$ cat config.mk
export PLATFORM = sky130hd
export DESIGN_NAME = fabosc_clken_gen
export DESIGN_NICKNAME = d
export VERILOG_FILES = /design/src/rtl/fabosc_clken_gen.sv
export SDC_FILE = /design/constraint.sdc
export NUM_CORES = 1
export LEC_CHECK = 0
export ABC_AREA = 1
export CAP_MARGIN = 20
export CORE_MARGIN = 2
export CORE_UTILIZATION = 46
export DETAILED_ROUTE_END_ITERATION = 8
export PLACE_DENSITY_LB_ADDON = 0.2
export SLEW_MARGIN = 20
export SYNTH_ARGS = -nofsm -noshare
export SYNTH_HDL_FRONTEND = slang
export SYNTH_SLANG_ARGS = --single-unit
$ cat constraint.sdc
create_clock -name CLK -period 5.5 [get_ports CLK]
set_input_delay 1.1 -clock CLK [delete_from_list [all_inputs] [get_ports CLK]]
set_output_delay 1.1 -clock CLK [all_outputs]
set_load 0.1 [all_outputs]
$ cat src/rtl/fabosc_clken_gen.sv
// Multi-channel clock-enable generator on the fabric oscillator clock, with per-channel
// divide ratios, glitch-free ratio change and phase sync. Define FABOSC_CLKMON_EN to add the REF_IN monitor.
module fabosc_clken_gen #(
    parameter  int NUM_CH      = 4,
    parameter  int DIV_W       = 16,
    parameter  int DEFAULT_DIV = 50,
    parameter  int MON_WINDOW  = 1024,
    parameter  int MON_MIN     = 1,
    localparam int CH_W        = (NUM_CH > 1) ? $clog2(NUM_CH) : 1
) (
    input  logic              CLK,
    input  logic              RESETN,
    input  logic [NUM_CH-1:0] CH_EN,
    input  logic              SYNC,
    input  logic              CFG_WE,
    input  logic [CH_W-1:0]   CFG_CH,
    input  logic [DIV_W-1:0]  CFG_DIV,
    output logic              CFG_ERR,
    output logic [NUM_CH-1:0] CFG_PEND,
    output logic [NUM_CH-1:0] CLKEN,
    input  logic              REF_IN,
    output logic              REF_LOST
);

    typedef logic [DIV_W-1:0] div_t;

    localparam logic [CH_W:0] NUM_CH_V = (CH_W + 1)'(NUM_CH);

    div_t              cnt_q      [NUM_CH];
    div_t              cnt_d      [NUM_CH];
    div_t              act_q      [NUM_CH];
    div_t              pend_val_q [NUM_CH];
    div_t              pend_val_d [NUM_CH];
    div_t              ratio      [NUM_CH];
    logic [NUM_CH-1:0] apply;
    logic [NUM_CH-1:0] hit;
    logic [NUM_CH-1:0] pend_d;
    logic [NUM_CH-1:0] clken_d;
    logic              wr_valid;

    assign wr_valid = CFG_WE && ({1'b0, CFG_CH} < NUM_CH_V);

    // A pending ratio is only taken over at cnt==0, so a running period is never cut short.
    always_comb begin
        for (int i = 0; i < NUM_CH; i++) begin
            // NOTE: every output of this block is assigned on every path, so no latch is inferred.
            apply[i]      = CFG_PEND[i] && (cnt_q[i] == '0);
            hit[i]        = wr_valid && (CFG_CH == CH_W'(i));
            ratio[i]      = apply[i] ? pend_val_q[i] : act_q[i];
            pend_val_d[i] = hit[i] ? CFG_DIV : pend_val_q[i];
            pend_d[i]     = hit[i] || (CFG_PEND[i] && !apply[i]);
            cnt_d[i]      = '0;
            clken_d[i]    = 1'b0;
            if (!SYNC && CH_EN[i]) begin
                if (cnt_q[i] == '0) begin
                    clken_d[i] = 1'b1;
                    cnt_d[i]   = (ratio[i] == '0) ? '0 : ratio[i] - div_t'(1);
                end else begin
                    cnt_d[i] = cnt_q[i] - div_t'(1);
                end
            end
        end
    end

    always_ff @(posedge CLK or negedge RESETN) begin
        if (!RESETN) begin
            // NOTE: the per-channel arrays are plain flops, so all of them take a reset value.
            for (int i = 0; i < NUM_CH; i++) begin
                cnt_q[i]      <= '0;
                act_q[i]      <= div_t'(DEFAULT_DIV);
                pend_val_q[i] <= '0;
            end
            CFG_PEND <= '0;
            CLKEN    <= '0;
            CFG_ERR  <= 1'b0;
        end else begin
            // NOTE: sequential state uses non-blocking assignments only.
            for (int i = 0; i < NUM_CH; i++) begin
                cnt_q[i]      <= cnt_d[i];
                act_q[i]      <= ratio[i];
                pend_val_q[i] <= pend_val_d[i];
            end
            CFG_PEND <= pend_d;
            CLKEN    <= clken_d;
            CFG_ERR  <= CFG_WE && !wr_valid;
        end
    end

`ifdef FABOSC_CLKMON_EN
    localparam int WIN_W = (MON_WINDOW > 1) ? $clog2(MON_WINDOW) : 1;
    localparam int EC_W  = (MON_MIN > 0) ? $clog2(MON_MIN + 1) : 1;

    logic             ref_meta;
    logic             ref_sync;
    logic             ref_prev;
    logic             ref_rise;
    logic             win_end;
    logic [WIN_W-1:0] win_cnt;
    logic [EC_W-1:0]  edge_cnt;
    logic [EC_W-1:0]  edge_sum;

    assign ref_rise = ref_sync && !ref_prev;
    assign win_end  = (win_cnt == WIN_W'(MON_WINDOW - 1));
    // Saturate at MON_MIN: only "enough edges or not" matters at the window end.
    assign edge_sum = (edge_cnt >= EC_W'(MON_MIN)) ? edge_cnt : edge_cnt + EC_W'(ref_rise);

    always_ff @(posedge CLK or negedge RESETN) begin
        if (!RESETN) begin
            ref_meta <= 1'b0;
            ref_sync <= 1'b0;
            ref_prev <= 1'b0;
            win_cnt  <= '0;
            edge_cnt <= '0;
            REF_LOST <= 1'b0;
        end else begin
            ref_meta <= REF_IN;
            ref_sync <= ref_meta;
            ref_prev <= ref_sync;
            if (win_end) begin
                REF_LOST <= (edge_sum < EC_W'(MON_MIN));
                edge_cnt <= '0;
                win_cnt  <= '0;
            end else begin
                edge_cnt <= edge_sum;
                win_cnt  <= win_cnt + WIN_W'(1);
            end
        end
    end
`else
    logic unused_ref;
    assign unused_ref = REF_IN;
    assign REF_LOST   = 1'b0;
`endif

endmodule

==> results.json <==
{
  "cp_max_fo": 14,
  "max-slew-margin-rel": 0.347,
  "yosys_warnings": 0,
  "synth_ff_type": "dfrtp_1",
  "fillCellCount": 2357,
  "io_buffer_count": 33,
  "grt_pass1_vias": 9057,
  "fin_tns_setup_ps": 0,
  "fmax_mhz": 294,
  "synth_edf_count": 0,
  "reg2reg_slack_ps": 2290,
  "clkSinkCount": 200,
  "power_switching_w": 0.00438,
  "ioPinCount": 37,
  "maxCapViolCount": 0,
  "peakVddDrop_uv": 378,
  "reg2reg_depth": 13,
  "grt_overflow": 0,
  "ys_async_sr_fraction": 1.00,
  "p_clk_frac": 0.157,
  "criticalPathCategory": "flop to output port",
  "routed_via_density": 5.00,
  "ys_seq_area_frac": 0.436,
  "postSynthAreaPerCell_um2": 7.56,
  "clkTransAtPathRegs_ps": 70,
  "cp_slowest_cell": "clkdlybuf4s50_1",
  "synth_seq_cells": 200,
  "path_delay_family": "buffers and inverters",
  "dieArea_um2": 26300,
  "crit_path_start_kind": "flop",
  "status": "completed",
  "path_cells": "clkdlybuf4s50_1",
  "final_nets": 1582,
  "place.gp.congestion": 0.883,
  "netlist_instances": 1522,
  "fin_crit_sh": 0.618,
  "maxSlewViolCount": 0,
  "rsz0062_at_grt": "false",
  "setup_ws_ps": 2100,
  "critPathMaxStageDelay_ps": 1230,
  "netSwitchingFraction": 0.499,
  "final_common_cell": "nand2_1",
  "wire_per_inst_um": 14.5,
  "gr-usage-all-layers": 0.218,
  "ys_types": 39,
  "wirelength_um": 27200,
  "worstSkewPairLatency_ps": 440,
  "routed.top_layer": "met4",
  "dp_worst_setup_slack_ps": 2330,
  "clockBufferDepth": 2,
  "fin_worst_skew_ps": 13.2,
  "pwr-share-comb": 0.583,
  "power_leakage_nw": 6.52,
  "power.density_nw_per_um2": 692,
  "grt_max_degree": 103,
  "hold_depth": 2,
  "grt_pass1_wl_um": 45700,
  "min_period_ps": 3400,
  "area_growth_pct": 10.5,
  "cts_tree": "done",
  "finalHoldViolCount": 0,
  "required_ps": 4400,
  "ctsHoldBuffers": 0,
  "hpwl_um": 19800,
  "dp_cells": 1847,
  "crit_arrival_ps": 2300,
  "r2r-start": "cnt_q[0]$_DFF_PN0_",
  "end_kind": "output port",
  "min_from": "pend_val_q[51]$_DFFE_PN0P_",
  "wl_met1_um": 13400,
  "ant_nets": 0,
  "fin_area_um2": 12700,
  "path_buf_inv": 1,
  "drt_pre_antenna_iters": 5,
  "cts_made_buffers": 17,
  "placed_cell_area_um2": 12100,
  "start_util": 0.470,
  "diodes": 0,
  "cts_root_buf": "clkbuf_16",
  "internal-power_w": 0.00441,
  "drtIter0Drc": 693,
  "ctsHtreeMaxLevel": 4,
  "fp.dieH_um": 162,
  "fin_util": 0.520,
  "route.met2.wl_um": 12600,
  "cts-resized-gates": 0,
  "wl_met3_um": 855,
  "hold_path.class": "flop to flop",
  "layout-drive-gt1-share": 0.0926,
  "finalNonFillerCells": 1879,
  "post_cts_buffers": 0,
  "setup_viol": 0,
  "syn_area_um2": 11500,
  "coreArea_um2": 24500,
  "holdPathEnd": "pend_val_q[51]$_DFFE_PN0P_",
  "antenna_found_initial": 0,
  "core.rowCount": 57,
  "num_vias": 9402,
  "mostFrequentLayoutCells": "407 x nand2_1, 206 x inv_1, 188 x dfrtp_1",
  "tightest_slew_ps": 976,
  "drc": 0,
  "power_frac_seq": 0.261,
  "r2r-end": "cnt_q[9]$_DFF_PN0_",
  "die_x_um": 162
}
==> flip-flops by register name, summed over array words and instances, names as in the netlist <==
register	flops
CLKEN	4
act_q	64
cnt_q	64
pend_val_q	64
CFG_PEND	4
==> layout make-up <==
class / instances / area (um^2) / share of cell area
multi-input cells: 1078 / 5490 / 0.432
flip-flops and latches: 200 / 5020 / 0.395
inverters: 211 / 792 / 0.0623
clock buffers: 21 / 480 / 0.0378
well taps: 324 / 405 / 0.0319
repair buffers: 35 / 365 / 0.0287
clock inverters: 10 / 164 / 0.0129
==> metal layers <==
metal | GRT usage | vias up
met4 | 0.0527 | 0
met3 | 0.0304 | 31
met5 | 0 | -
li1 | - | 4854
met1 | 0.312 | 4368
met2 | 0.352 | 149
==> how the worst max path moves through the flow <==
stage,from,to,cells after the start
CTS,CFG_PEND[2]$_DFF_PN0_,CFG_PEND[2],1
global route,cnt_q[0]$_DFF_PN0_,cnt_q[6]$_DFF_PN0_,13
detailed placement,cnt_q[0]$_DFF_PN0_,cnt_q[9]$_DFF_PN0_,13
finish,CFG_PEND[2]$_DFF_PN0_,CFG_PEND[2],1
floorplan,CFG_PEND[1]$_DFF_PN0_,cnt_q[45]$_DFF_PN0_,13
global placement,cnt_q[0]$_DFF_PN0_,cnt_q[9]$_DFF_PN0_,13
==> cells by family (layout without fill, tap and decap cells) <==
logic type	Yosys count	after routing	share of synthesized area
compound gates	248	248	0.121
simple gates	754	754	0.295
flops	200	200	0.436
other cells	1	2	0.000326
buf+inv	245	277	0.0873
xor+xnor	62	62	0.0472
fa+ha+maj	12	12	0.0130
==> power groups by stage <==
| stage | Sequential [W] | Combinational, W | Clock [W] |
|---|---|---|---|
| floorplan | 0.00240 | 0.00394 | 0 |
| global placement | 0.00230 | 0.00501 | 0 |
| detailed placement | 0.00232 | 0.00508 | 0 |
| CTS | 0.00229 | 0.00512 | 0.00141 |
| global route | 0.00235 | 0.00580 | 0.00147 |
| finish | 0.00229 | 0.00512 | 0.00138 |
==> stage by stage <==
| stage | hold WS [ps] | total power [W] |
|---|---|---|
| 2_1_floorplan | 448 | 0.00634 |
| 4_1_cts | 491 | 0.00882 |
| 3_5_place_dp | 473 | 0.00740 |
| 5_1_grt | 514 | 0.00963 |
| 6_report | 486 | 0.00879 |
| 3_3_place_gp | 467 | 0.00732 |
==> synthesized netlist by cell type, types with 11 or more instances <==
master | n | area, um^2
a21boi_1 | 11 | 82.6
o21ai_2 | 11 | 96.3
nor2_4 | 12 | 135
dfrtp_1 | 188 | 4700
a21oi_1 | 64 | 320
nand4_1 | 28 | 175
nand3_1 | 77 | 385
nand2_2 | 16 | 100
dfstp_2 | 12 | 315
ha_1 | 12 | 150
xor2_1 | 40 | 350
o21ai_1 | 26 | 130
nor2_2 | 27 | 169
nor2_1 | 150 | 563
nand2_1 | 407 | 1530
o21ai_0 | 116 | 581
clkbuf_1 | 20 | 75.1
nand3_2 | 14 | 140
xnor2_1 | 22 | 193
inv_1 | 206 | 773
No activity file was read; power rests on OpenSTA's default activity.
